## config.mk

```make
export PLATFORM = sky130hd
export DESIGN_NAME = inst_encoder
export DESIGN_NICKNAME = d
export VERILOG_FILES = /design/src/rtl/inst_encoder.sv
export SDC_FILE = /design/constraint.sdc
export NUM_CORES = 1
export LEC_CHECK = 0
export CAP_MARGIN = 20
export CORE_UTILIZATION = 54
export CTS_BUF_LIST = sky130_fd_sc_hd__clkbuf_4
export DETAILED_ROUTE_END_ITERATION = 6
export MAX_ROUTING_LAYER = met4
export PLACE_DENSITY = 0.77
export SETUP_SLACK_MARGIN = 0.05
export SYNTH_ARGS = -nofsm -noshare
export SYNTH_HDL_FRONTEND = slang
export SYNTH_SLANG_ARGS = --single-unit
```

## constraint.sdc

```tcl
create_clock -name clk -period 6.9 [get_ports clk]
set_input_delay 1.38 -clock clk [delete_from_list [all_inputs] [get_ports clk]]
set_output_delay 1.38 -clock clk [all_outputs]
set_load 0.05 [all_outputs]
```

## src/rtl/inst_encoder.sv

```systemverilog
// inst_encoder: turns decoded instruction descriptors into MIPS words.
// Words are tagged with a running fetch address and queued in a FIFO.
module inst_encoder #(
  parameter int          DEPTH     = 4,
  parameter logic [31:0] BASE_ADDR = 32'h0000_0000
) (
  input  logic                         clk,
  input  logic                         rst,
  input  logic                         in_valid,
  output logic                         in_ready,
  input  logic [2:0]                   in_kind,
  input  logic [5:0]                   in_opcode,
  input  logic [5:0]                   in_funct,
  input  logic [4:0]                   in_rs,
  input  logic [4:0]                   in_rt,
  input  logic [4:0]                   in_rd,
  input  logic [4:0]                   in_shamt,
  input  logic [31:0]                  in_imm,
  output logic                         out_valid,
  input  logic                         out_ready,
  output logic [31:0]                  out_inst,
  output logic [31:0]                  out_addr,
  output logic                         err,
  output logic [$clog2(DEPTH+1)-1:0]   count
);

  localparam int AW = $clog2(DEPTH);
  localparam int CW = $clog2(DEPTH+1);

  localparam logic [2:0] K_R     = 3'd0;
  localparam logic [2:0] K_SHIFT = 3'd1;
  localparam logic [2:0] K_I     = 3'd2;
  localparam logic [2:0] K_J     = 3'd3;
  localparam logic [2:0] K_LI    = 3'd4;
  localparam logic [2:0] K_NOP   = 3'd5;

  localparam logic [5:0] OP_J     = 6'h02;
  localparam logic [5:0] OP_JAL   = 6'h03;
  localparam logic [5:0] OP_BEQ   = 6'h04;
  localparam logic [5:0] OP_BNE   = 6'h05;
  localparam logic [5:0] OP_BGTZ  = 6'h07;
  localparam logic [5:0] OP_ADDIU = 6'h09;
  localparam logic [5:0] OP_ANDI  = 6'h0C;
  localparam logic [5:0] OP_ORI   = 6'h0D;
  localparam logic [5:0] OP_XORI  = 6'h0E;
  localparam logic [5:0] OP_LUI   = 6'h0F;
  localparam logic [5:0] OP_PREF  = 6'h33;

  localparam logic [5:0] F_SLL  = 6'h00;
  localparam logic [5:0] F_SRL  = 6'h02;
  localparam logic [5:0] F_SRA  = 6'h03;
  localparam logic [5:0] F_SLLV = 6'h04;
  localparam logic [5:0] F_SRLV = 6'h06;
  localparam logic [5:0] F_SRAV = 6'h07;
  localparam logic [5:0] F_JR   = 6'h08;
  localparam logic [5:0] F_MOVZ = 6'h0A;
  localparam logic [5:0] F_MOVN = 6'h0B;
  localparam logic [5:0] F_SYNC = 6'h0F;
  localparam logic [5:0] F_MFHI = 6'h10;
  localparam logic [5:0] F_MTHI = 6'h11;
  localparam logic [5:0] F_MFLO = 6'h12;
  localparam logic [5:0] F_MTLO = 6'h13;
  localparam logic [5:0] F_ADDU = 6'h21;
  localparam logic [5:0] F_AND  = 6'h24;
  localparam logic [5:0] F_OR   = 6'h25;
  localparam logic [5:0] F_XOR  = 6'h26;
  localparam logic [5:0] F_NOR  = 6'h27;

  typedef enum logic {
    S_IDLE,
    S_SECOND
  } state_t;

  state_t            r_state;
  logic [4:0]        r_li_rt;
  logic [15:0]       r_li_lo;
  logic [31:0]       r_addr;
  logic              r_err;
  logic [CW-1:0]     r_count;
  logic [AW-1:0]     r_wr_ptr;
  logic [AW-1:0]     r_rd_ptr;
  logic [31:0]       r_mem_inst [DEPTH];
  logic [31:0]       r_mem_addr [DEPTH];

  logic              w_not_full;
  logic              w_acc;
  logic              w_r_ok;
  logic              w_s_ok;
  logic              w_i_ok;
  logic              w_j_ok;
  logic              w_legal;
  logic              w_two;
  logic [31:0]       w_first;
  logic [15:0]       w_hi;
  logic [15:0]       w_lo;
  logic              w_push_first;
  logic              w_push_second;
  logic              w_push;
  logic              w_pop;
  logic [31:0]       w_push_word;

  assign w_not_full = r_count < CW'(DEPTH);
  assign in_ready   = (r_state == S_IDLE) && w_not_full;
  assign w_acc      = in_valid && in_ready;
  assign w_hi       = in_imm[31:16];
  assign w_lo       = in_imm[15:0];

  // Legal function / opcode sets per descriptor kind
  always_comb begin
    w_r_ok = 1'b0;
    w_s_ok = 1'b0;
    w_i_ok = 1'b0;
    w_j_ok = 1'b0;
    case (in_funct)
      F_AND, F_OR, F_XOR, F_NOR, F_ADDU,
      F_SLLV, F_SRLV, F_SRAV, F_JR, F_SYNC,
      F_MOVZ, F_MOVN, F_MFHI, F_MTHI,
      F_MFLO, F_MTLO: w_r_ok = 1'b1;
      default:        w_r_ok = 1'b0;
    endcase
    case (in_funct)
      F_SLL, F_SRL, F_SRA: w_s_ok = 1'b1;
      default:             w_s_ok = 1'b0;
    endcase
    case (in_opcode)
      OP_ANDI, OP_ORI, OP_XORI, OP_LUI,
      OP_ADDIU, OP_BEQ, OP_BNE, OP_BGTZ,
      OP_PREF: w_i_ok = 1'b1;
      default: w_i_ok = 1'b0;
    endcase
    case (in_opcode)
      OP_J, OP_JAL: w_j_ok = 1'b1;
      default:      w_j_ok = 1'b0;
    endcase
  end

  // Encode the first (or only) word of the accepted descriptor
  always_comb begin
    w_legal = 1'b0;
    w_two   = 1'b0;
    w_first = 32'h0000_0000;
    case (in_kind)
      K_R: begin
        w_legal = w_r_ok;
        w_first = {6'd0, in_rs, in_rt, in_rd, 5'd0, in_funct};
      end
      K_SHIFT: begin
        w_legal = w_s_ok;
        w_first = {6'd0, 5'd0, in_rt, in_rd, in_shamt, in_funct};
      end
      K_I: begin
        w_legal = w_i_ok;
        w_first = {in_opcode, in_rs, in_rt, w_lo};
      end
      K_J: begin
        w_legal = w_j_ok;
        w_first = {in_opcode, in_imm[25:0]};
      end
      K_LI: begin
        w_legal = 1'b1;
        if (w_hi == 16'h0000) begin
          w_first = {OP_ORI, 5'd0, in_rt, w_lo};
        end else begin
          w_first = {OP_LUI, 5'd0, in_rt, w_hi};
          w_two   = (w_lo != 16'h0000);
        end
      end
      K_NOP: begin
        w_legal = 1'b1;
        w_first = 32'h0000_0000;
      end
      default: begin
        w_legal = 1'b0;
        w_first = 32'h0000_0000;
      end
    endcase
  end

  assign w_push_first  = w_acc && w_legal;
  assign w_push_second = (r_state == S_SECOND) && w_not_full;
  assign w_push        = w_push_first || w_push_second;
  assign w_push_word   = w_push_second
                       ? {OP_ORI, r_li_rt, r_li_rt, r_li_lo}
                       : w_first;
  assign w_pop         = out_valid && out_ready;

  // LI sequencing: hold rt/lo until the trailing ORI is queued
  always_ff @(posedge clk) begin
    if (rst) begin
      r_state <= S_IDLE;
      r_li_rt <= 5'd0;
      r_li_lo <= 16'h0000;
    end else begin
      case (r_state)
        S_IDLE: begin
          if (w_acc && (in_kind == K_LI) && w_two) begin
            r_state <= S_SECOND;
            r_li_rt <= in_rt;
            r_li_lo <= w_lo;
          end
        end
        S_SECOND: begin
          if (w_not_full) begin
            r_state <= S_IDLE;
          end
        end
        default: r_state <= S_IDLE;
      endcase
    end
  end

  // Address tag and illegal-descriptor pulse
  always_ff @(posedge clk) begin
    if (rst) begin
      r_addr <= BASE_ADDR;
      r_err  <= 1'b0;
    end else begin
      r_err <= w_acc && !w_legal;
      if (w_push) begin
        r_addr <= r_addr + 32'd4;
      end
    end
  end

  // FIFO storage; contents need no reset, pointers guard validity
  always_ff @(posedge clk) begin
    if (w_push) begin
      r_mem_inst[r_wr_ptr] <= w_push_word;
      r_mem_addr[r_wr_ptr] <= r_addr;
    end
  end

  // FIFO pointers and occupancy
  always_ff @(posedge clk) begin
    if (rst) begin
      r_wr_ptr <= '0;
      r_rd_ptr <= '0;
      r_count  <= '0;
    end else begin
      if (w_push) begin
        r_wr_ptr <= r_wr_ptr + AW'(1);
      end
      if (w_pop) begin
        r_rd_ptr <= r_rd_ptr + AW'(1);
      end
      case ({w_push, w_pop})
        2'b10:   r_count <= r_count + CW'(1);
        2'b01:   r_count <= r_count - CW'(1);
        default: r_count <= r_count;
      endcase
    end
  end

  assign out_valid = (r_count != '0);
  assign out_inst  = r_mem_inst[r_rd_ptr];
  assign out_addr  = r_mem_addr[r_rd_ptr];
  assign err       = r_err;
  assign count     = r_count;

endmodule

```

* Word-level counts from Yosys, hierarchy flattened *
Memory sizes are Yosys's and may differ from the RTL's. A register that Yosys moved wholly into a read port is not among the register bits.
Index checks and enable logic that the tools add are counted.
Widths: inputs -> output; s select.

word-level totals
  flip-flop bits (word level) = 62
  bits in writable memories = 256
  bits in read-only memories = 64
  input bits = 71
  output and inout port bits = 70
  word-level logic and storage cells = 78
  memories kept = 3

memories
  name             depth  width  read ports  clocked after memory_dff  wr ports  line  source
  r_mem_addr       4      32     1           1                         1         83    logic [31:0] r_mem_addr [DEPTH];
  r_mem_inst       4      32     1           1                         1         82    logic [31:0] r_mem_inst [DEPTH];
  (no name shown)  64     1      1           0                         0         114   case (in_funct)

operators by class
  add/subtract/negate cells = 5
  $lt $le $gt $ge = 1
  eq/ne operators = 20
  muxes and demuxes = 19
  bitwise logic cells = 1
  reduce and logical (&&, ||, !) cells = 21

operators by type and width
  kind                   count
  $pmux 32 s5            1
  $add 32x3->32 const B  1
  $mux 32                1
  $eq 6x4->1 const B     5
  $mux 28                1
  $eq 6x2->1 const B     4
  $eq 6x3->1 const B     3
  $logic_not 16->1       1
  $reduce_bool 16->1     1
  $mux 1                 9
  $reduce_or 9->1        1
  $logic_and 1x1->1      8
  $mux 2                 4
  $eq 3x2->1 const B     2
  $eq 3x3->1 const B     2
  $eq 6x6->1 const B     1
  $logic_not 6->1        1
  $pmux 3 s2             1
  $pmux 1 s5             1
  $add 2x1->2 const B    2
  $reduce_or 2->1        2
  $add 3x1->3 const B    1
  $eq 3x1->1 const B     1
  $logic_not 3->1        1
  other kinds (12)       12

* Logic depth before layout (Yosys ltp) *
Gate-level depths: netlist of run 1.

  depth after elaboration = 8
  mapped depth = 13
  depth with buffers taken out = 11

* Worst setup path after synthesis of run 1 *
No wires, ideal clock.

  path kind = input to register
  start point = input in_kind[2]
  end point = memory r_mem_addr[0][10], enable pin
  library setup time = 0.426 ns
  arrival = 4.349 ns
  data required time = 6.474 ns
  slack = 2.125 ns
  stages = 6
  buffers on the path = 1
  path through = or4b_1 o31a_1 o211ai_2 o21a_1 clkbuf_1 and2_1

between the ends
  longest elaborated chain between the ends = 7
  elaborated cells between the ends (all ways) = 12
  classes of those cells = 5 x eq/ne; 3 x mux; 4 x reduce/logical

RTL lines
  item                              line  source
  from (decl)                       11    input logic [2:0] in_kind,
  $eq 3x3->1                        142   case (in_kind)
  $reduce_or 2->1 (no line)         --
  $pmux 1 s5 (*)                    142
  $logic_and 1x1->1 (*)             179   assign w_push_first = w_acc && w_legal;
  $logic_or 1x1->1 (*)              181   assign w_push = w_push_first || w_push_second;
  $mux 1 (*)                        227   if (w_push) begin
  $mux 1 (not written as such) (*)  229   r_mem_addr[r_wr_ptr] <= r_addr;
  to (decl)                         83

Mark *: on every way between the ends. The rest lies on a longest branch, timed or not.

==> out/metrics.csv, run 1 <==
stage,metric,value,unit
synth,number of synthesized flops with an enable pin,248,
global_routing,antenna violations before repair,1,
detailed_routing,DRC,0,
critical_path,Critical Path Fanout Max,42,
critical_path,CP endpoint kind,output port,
timing,worst slew pin tran,980,ps
timing,"Slew Viols, Final",0,
synth,"FFs w/ async S/R, synth",0,%
timing,PnR worst setup slack,2080,ps
timing,Max Freq,208,MHz
clock_tree,post-CTS sizing,0,
place,I/O Buffers,138,
clock_tree,clock root cell,clkbuf_4,
floorplanning,Site Rows,55,
cells_and_area,fill count,1603,
timing,final setup violation count,0,
clock_tree,setup bufs post-CTS,0,
timing,skew final,25.4,ps
place,RD Place Congestion,0.854,
critical_path,critical path arrival,3440,ps
detailed_routing,DR pass1 iterations,5,
detailed_routing,routed len/inst,20.8,um
critical_path,critical path class,register to output port,
global_routing,vias in the first global route,8051,
job,# Max-Cap Violations,0,
timing,min Tclk post-route,4820,ps
timing,RSZ-0062 raised after global routing,no,
synth,Synth Cell Area,12600,um2
detailed_routing,via density per instance,5.88,
detailed_routing,ANT nets after route,0,
power_and_ir_drop,Leak,5.30,nW
floorplanning,height of the die,155,um
power_and_ir_drop,PD cells,336,nW/um2
place,placed cell area,14400,um2
synth,Synth Flop Type,edfxtp_1,
synth,Mapped Avg Cell Area,16.0,um2
cells_and_area,proportion of layout cells with a drive suffix above 1,21.4,%
synth,register area share after synthesis,68.7,%
floorplanning,I/O pins,141,
clock_tree,clk buf depth,3,
detailed_routing,final WL,28300,um
floorplanning,total core area,22800,um2
timing,Rel. slew slack,34.6,%
clock_tree,TritonCTS clock tree,yes,
floorplanning,Starting Density,55.5,%
floorplanning,Die Wd,155,um
timing,Fin. Hold Viols,0,
critical_path,Slowest cell on crit path,dfxtp_4,
global_routing,first-pass GRT wire length,43600,um
clock_tree,Clock transition at path regs,60,ps
timing,TNS Setup,0,ps
place,dpl hpwl,18000,um
clock_tree,Num CTS Buffers,78,
critical_path,"Req. time, crit path",5520,ps
clock_tree,CTS hold repair buffers,0,
power_and_ir_drop,Max VDD drop,0.303,mV
synth,register bit total from synthesis,310,
critical_path,startpoint types,register,
global_routing,Total GRT Usage,24.9,%
detailed_routing,DRT iter0 DRCs,653,
synth,Syn Inst Count,790,
critical_path,cell breakdown of the critical path,"buf_4, mux4_2, clkdlybuf4s50_1",
timing,fin crit share,69.8,%
cells_and_area,Layout Nets,1057,
power_and_ir_drop,Overall Power,5.19,mW
clock_tree,H-tree depth,3,
run_status,outcome,completed,
cells_and_area,area grow syn2layout,22.2,%
clock_tree,clk sink count,310,
global_routing,gr ovfl total,0,
cells_and_area,post-route cell area,15400,um2
clock_tree,Worst-Skew Late Latency,670,ps
synth,Yosys cell types,52,
hold_path,Hold WC Path Type,register to register,
synth,warnings from Yosys,0,
global_routing,largest net degree at the start of global routing,64,
critical_path,CP max stage delay,910,ps
detailed_routing,via count,7974,
place,dpl ws,1470,ps
floorplanning,die area,24000,um2
[flip-flops by register name, summed over array words and instances, names as in the netlist, named ones only]
| register | flops |
|---|---|
| r_addr | 30 |
| r_mem_inst | 128 |
| count | 3 |
| r_state | 1 |
| r_li_lo | 16 |
| r_wr_ptr | 2 |
| r_mem_addr | 120 |
| r_li_rt | 5 |
| r_rd_ptr | 2 |
| err | 1 |
[cell type report]
cell class                 count  area (um2)  share of cell area (%)
clock inverter                20         129                   0.834
multi-input combinational    425        3740                    24.2
clock buffer                 123         923                    5.98
antenna                        1        2.50                  0.0162
inverter                      10        37.5                   0.243
timing repair buffer         154        1530                    9.93
sequential                   310        8690                    56.3
tap                          313         392                    2.53
[where the power goes]
group	switching (mW)	internal [mW]
combinational	0.839	0.563
clock	0.708	0.885
sequential	0.106	2.09
total	1.65	3.54
[Yosys cell counts (10+ instances only)]
cell type | instances | share of area [%]
clkbuf_1 | 29 | 0.86
o22ai_1 | 17 | 0.84
o31ai_1 | 11 | 0.65
a22o_1 | 16 | 1.1
dfxtp_1 | 62 | 9.8
a22oi_1 | 11 | 0.65
nor4_1 | 10 | 0.49
mux4_2 | 62 | 11
a21oi_1 | 50 | 2.0
nand2_1 | 25 | 0.74
buf_1 | 11 | 0.33
nor2_1 | 47 | 1.4
mux2i_1 | 33 | 2.6
nor2b_1 | 12 | 0.59
edfxtp_1 | 248 | 59
or3_1 | 10 | 0.49
o21ai_0 | 22 | 0.87
nand3_1 | 12 | 0.47
or4_1 | 12 | 0.71
[cell usage in the layout, fill, tap and decap left out, types with 3 or more instances in the layout]
| cell type | instances |
|---|---|
| edfxtp_1 | 248 |
| clkdlybuf4s50_1 | 137 |
| clkbuf_4 | 123 |
| mux4_2 | 62 |
| dfxtp_1 | 60 |
| a21oi_1 | 50 |
| nor2_1 | 47 |
| mux2i_1 | 33 |
| nand2_1 | 25 |
| o21ai_0 | 22 |
| o22ai_1 | 17 |
| a22o_1 | 16 |
| clkinv_1 | 15 |
| buf_4 | 13 |
| nand3_1 | 12 |
| or4_1 | 12 |
| nor2b_1 | 11 |
| a22oi_1 | 11 |
| o31ai_1 | 11 |
| nor4_1 | 10 |
| or3_1 | 10 |
| inv_1 | 9 |
| xor2_1 | 7 |
| ha_1 | 6 |
| and4_1 | 5 |
| nand4_1 | 5 |
| nor3_1 | 5 |
| a21o_1 | 4 |
| and2_1 | 4 |
| nand2b_1 | 4 |
| and2_2 | 4 |
| xnor2_1 | 4 |
| or2_2 | 3 |
| o2111ai_1 | 3 |
| inv_2 | 3 |
| buf_12 | 3 |
[cells by family after synthesis]
| kind of cell | count (synthesis) | synth area share [%] |
|---|---|---|
| AO/OA/AOI/OAI | 142 | 7.13 |
| XOR/XNOR | 11 | 0.762 |
| adder cells (fa/ha/maj) | 7 | 0.752 |
| buffers and inverters | 56 | 1.81 |
| flip-flops | 310 | 68.7 |
| multiplexers | 96 | 13.7 |
| other | 1 | 0.0297 |
| AND/OR/NAND/NOR | 167 | 7.06 |
[through the flow]
step | util, % | hold WS, ps | std cells
2_1_floorplan | - | 460 | 791
3_3_place_gp | 63.2 | 474 | 1212
3_5_place_dp | 63.2 | 489 | 1212
4_1_cts | 67.8 | 505 | 1355
5_1_grt | 67.8 | 523 | 1356
6_report | 67.8 | 500 | 1356
[critical path, delay by kind of cell (launching register included)]
family	cells	cell delay, ps
muxes	1	600
DFF	1	910
buffers and inverters	2	1230
[per-layer routing]
layer | track usage, % | routed length (um)
met5 | - | 0
met4 | 11.4 | 900
met3 | 4.74 | 1790
met2 | 37.9 | 13700
met1 | 32.6 | 11800
[worst paths after layout]
check	start	to	slack (ps)	cells after the start
min reg2reg	r_li_rt[0]	r_li_rt[0]	500	2
max	register	out_addr[27]	2080	3
min	r_li_rt[0]	r_li_rt[0]	500	2
max reg2reg	count[2]	count[2]	3730	10
(Power assumes the default switching activity.)
==> inputs of run 2 (changes only) <==
clock period = 4.5 ns   (was 6.9 ns; I/O delays follow)
==> run 2 against run 1 <==
Count of clock-buffer cells in the layout rose by 3; total power grew 54%; non-clock buffer count is 11 higher; highest routed layer unchanged.
==> out/metrics.csv, run 2 (synthesized netlist as in run 1, its figures left out) <==
stage,metric,value,unit,change
run_status,outcome,completed,,
detailed_routing,Met1 Routed Length,11400,um,-3.5%
place,placed cell area,14500,um2,+0.83%
global_routing,Total GRT Usage,24.3,%,-0.52 points
detailed_routing,DR pass1 iterations,5,,unchanged
global_routing,first-pass GRT wire length,43000,um,-1.3%
power_and_ir_drop,Reg power frac,41.6,%,-0.8 points
job,# Max-Cap Violations,0,,unchanged
cells_and_area,proportion of layout cells with a drive suffix above 1,22.6,%,+1.2 points
floorplanning,I/O pins,141,,unchanged
timing,PnR worst setup slack,502,ps,-1580 ps
timing,WHS,493,ps,-7.00 ps
timing,final setup violation count,0,,unchanged
detailed_routing,Top Layer Used,met4,,
place,dpl hpwl,17800,um,-0.78%
critical_path,critical path class,register to output port,,
floorplanning,Site Rows,55,,unchanged
cells_and_area,most frequent cells in the layout,"edfxtp_1, clkdlybuf4s50_1, clkbuf_4, mux4_2, dfxtp_1",,
detailed_routing,final WL,27600,um,-2.4%
cells_and_area,post-route cell area,15600,um2,+0.87%
cells_and_area,area grow syn2layout,23.3,%,
cells_and_area,Reg with most FFs,r_mem_inst,,
clock_tree,setup bufs post-CTS,0,,unchanged
floorplanning,height of the die,155,um,unchanged
power_and_ir_drop,Leak,5.38,nW,+1.6%
detailed_routing,routed len/inst,20.2,um,-3.3%
place,RD Place Congestion,0.891,,+4.2%
power_and_ir_drop,Gate power share,27.8,%,+0.8 points
power_and_ir_drop,clock share of power,30.6,%,about the same
critical_path,critical path arrival,3100,ps,-340 ps
critical_path,flop2flop setup slack,1850,ps,-1880 ps
detailed_routing,DRT iter0 DRCs,671,,+2.8%
detailed_routing,DRC,0,,unchanged
clock_tree,Num CTS Buffers,77,,-1.3%
clock_tree,H-tree depth,3,,unchanged
timing,"Slew Viols, Final",0,,unchanged
global_routing,gr ovfl total,0,,unchanged
clock_tree,clk sink count,310,,unchanged
clock_tree,CTS hold repair buffers,0,,unchanged
power_and_ir_drop,PD cells,514,nW/um2,+53%
floorplanning,Die Wd,155,um,unchanged
timing,skew final,55.6,ps,+30.2 ps
clock_tree,post-CTS sizing,0,,unchanged
detailed_routing,ANT nets after route,0,,unchanged
timing,min Tclk post-route,4000,ps,
detailed_routing,WL met2,13500,um,-1.9%
detailed_routing,via density per instance,5.79,,-1.5%
critical_path,Critical Path Fanout Max,28,,-33%
timing,worst slew pin tran,768,ps,-212 ps
place,dpl ws,221,ps,-1250 ps
floorplanning,die area,24000,um2,unchanged
global_routing,antenna violations before repair,1,,unchanged
timing,Fin. Hold Viols,0,,unchanged
cells_and_area,Layout Nets,1067,,+0.95%
place,I/O Buffers,138,,unchanged
clock_tree,Worst-Skew Late Latency,670,ps,about the same
timing,Rel. slew slack,47.4,%,+13 points
timing,Max Freq,250,MHz,
clock_tree,Clock transition at path regs,60,ps,about the same
critical_path,"Req. time, crit path",3600,ps,-1920 ps
timing,RSZ-0062 raised after global routing,no,,
detailed_routing,via count,7925,,-0.61%
floorplanning,Starting Density,55.5,%,unchanged
power_and_ir_drop,sw power,2.52,mW,+53%
clock_tree,clock root cell,clkbuf_4,,
cells_and_area,"commonest non-fill, non-tap cell in the layout",edfxtp_1,,
cells_and_area,max FFs per register,128,,unchanged
timing,TNS Setup,0,ps,unchanged
global_routing,largest net degree at the start of global routing,44,,-31%
critical_path,startpoint types,register,,
global_routing,vias in the first global route,8075,,+0.30%
clock_tree,clk buf depth,3,,unchanged
power_and_ir_drop,Int Pwr,5.49,mW,+55%
timing,fin crit share,88.8,%,
power_and_ir_drop,Max VDD drop,0.420,mV,+38%
cells_and_area,Regs by FF count,"r_mem_inst x128, r_mem_addr x120, r_addr x30",,
detailed_routing,met3 wire len,2020,um,+13%
critical_path,CP endpoint kind,output port,,
floorplanning,total core area,22800,um2,unchanged
power_and_ir_drop,switching share of power,31.5,%,-0.30 points
clock_tree,TritonCTS clock tree,yes,,
hold_path,Hold WC Path Type,register to register,,
[run 2: changes by cell type in the layout (fill, tap and decap cells not counted)]
cell / previous run / this run
buf_12: 3 / 6
buf_4: 13 / 21
clkbuf_4: 123 / 126
clkinv_1: 15 / 11
clkinv_2: 1 / 2
diode_2: 1 / 2
[run 2: power by group through the flow]
stage	Combinational, mW	Clock [mW]	Sequential (mW)
5_1_grt	2.32	2.65	3.35
3_5_place_dp	2.24	0	3.40
6_report	2.23	2.45	3.33
4_1_cts	2.24	2.52	3.34
3_3_place_gp	2.23	0	3.39
2_1_floorplan	1.56	0	3.34
[run 2: critical path, cell delays in order, from the launching register on]
cell             delay [ps]
dfxtp_4                 730
buf_4                   390
mux4_2                  590
clkdlybuf4s50_1         730
[run 2: layer usage]
metal  vias to the layer above  track usage, %
met1                      3926            31.6
met3                        60            5.40
li1                       3613               -
met5                         -               -
met2                       326            37.5
met4                         0            10.0
[run 2: worst paths after layout]
kind                                 start  cells past startpoint           end
worst min-delay path            r_li_rt[2]                      2    r_li_rt[2]
worst max-delay path              register                      3  out_inst[30]
worst min register to register  r_li_rt[2]                      2    r_li_rt[2]
worst max register to register   r_addr[8]                      6    r_addr[31]
[run 2: cell type report]
class	count	area [um2]
Sequential cell	310	8690
Clock buffer	126	946
Multi-Input combinational cell	425	3740
Antenna cell	2	5.00
Inverter	10	37.5
Clock inverter	17	119
Timing Repair Buffer	165	1650
Tap cell	313	392
Fill cell	1563	7190
[run 2: stage by stage]
| step | cells | utilization, % | total power [mW] |
|---|---|---|---|
| final | 1368 | 68.4 | 8.01 |
| after global routing | 1368 | 68.4 | 8.32 |
| after CTS | 1366 | 68.4 | 8.10 |
| after detailed placement | 1223 | 63.7 | 5.64 |
| after global placement | 1222 | 63.7 | 5.62 |
| after floorplan | 791 | - | 4.90 |
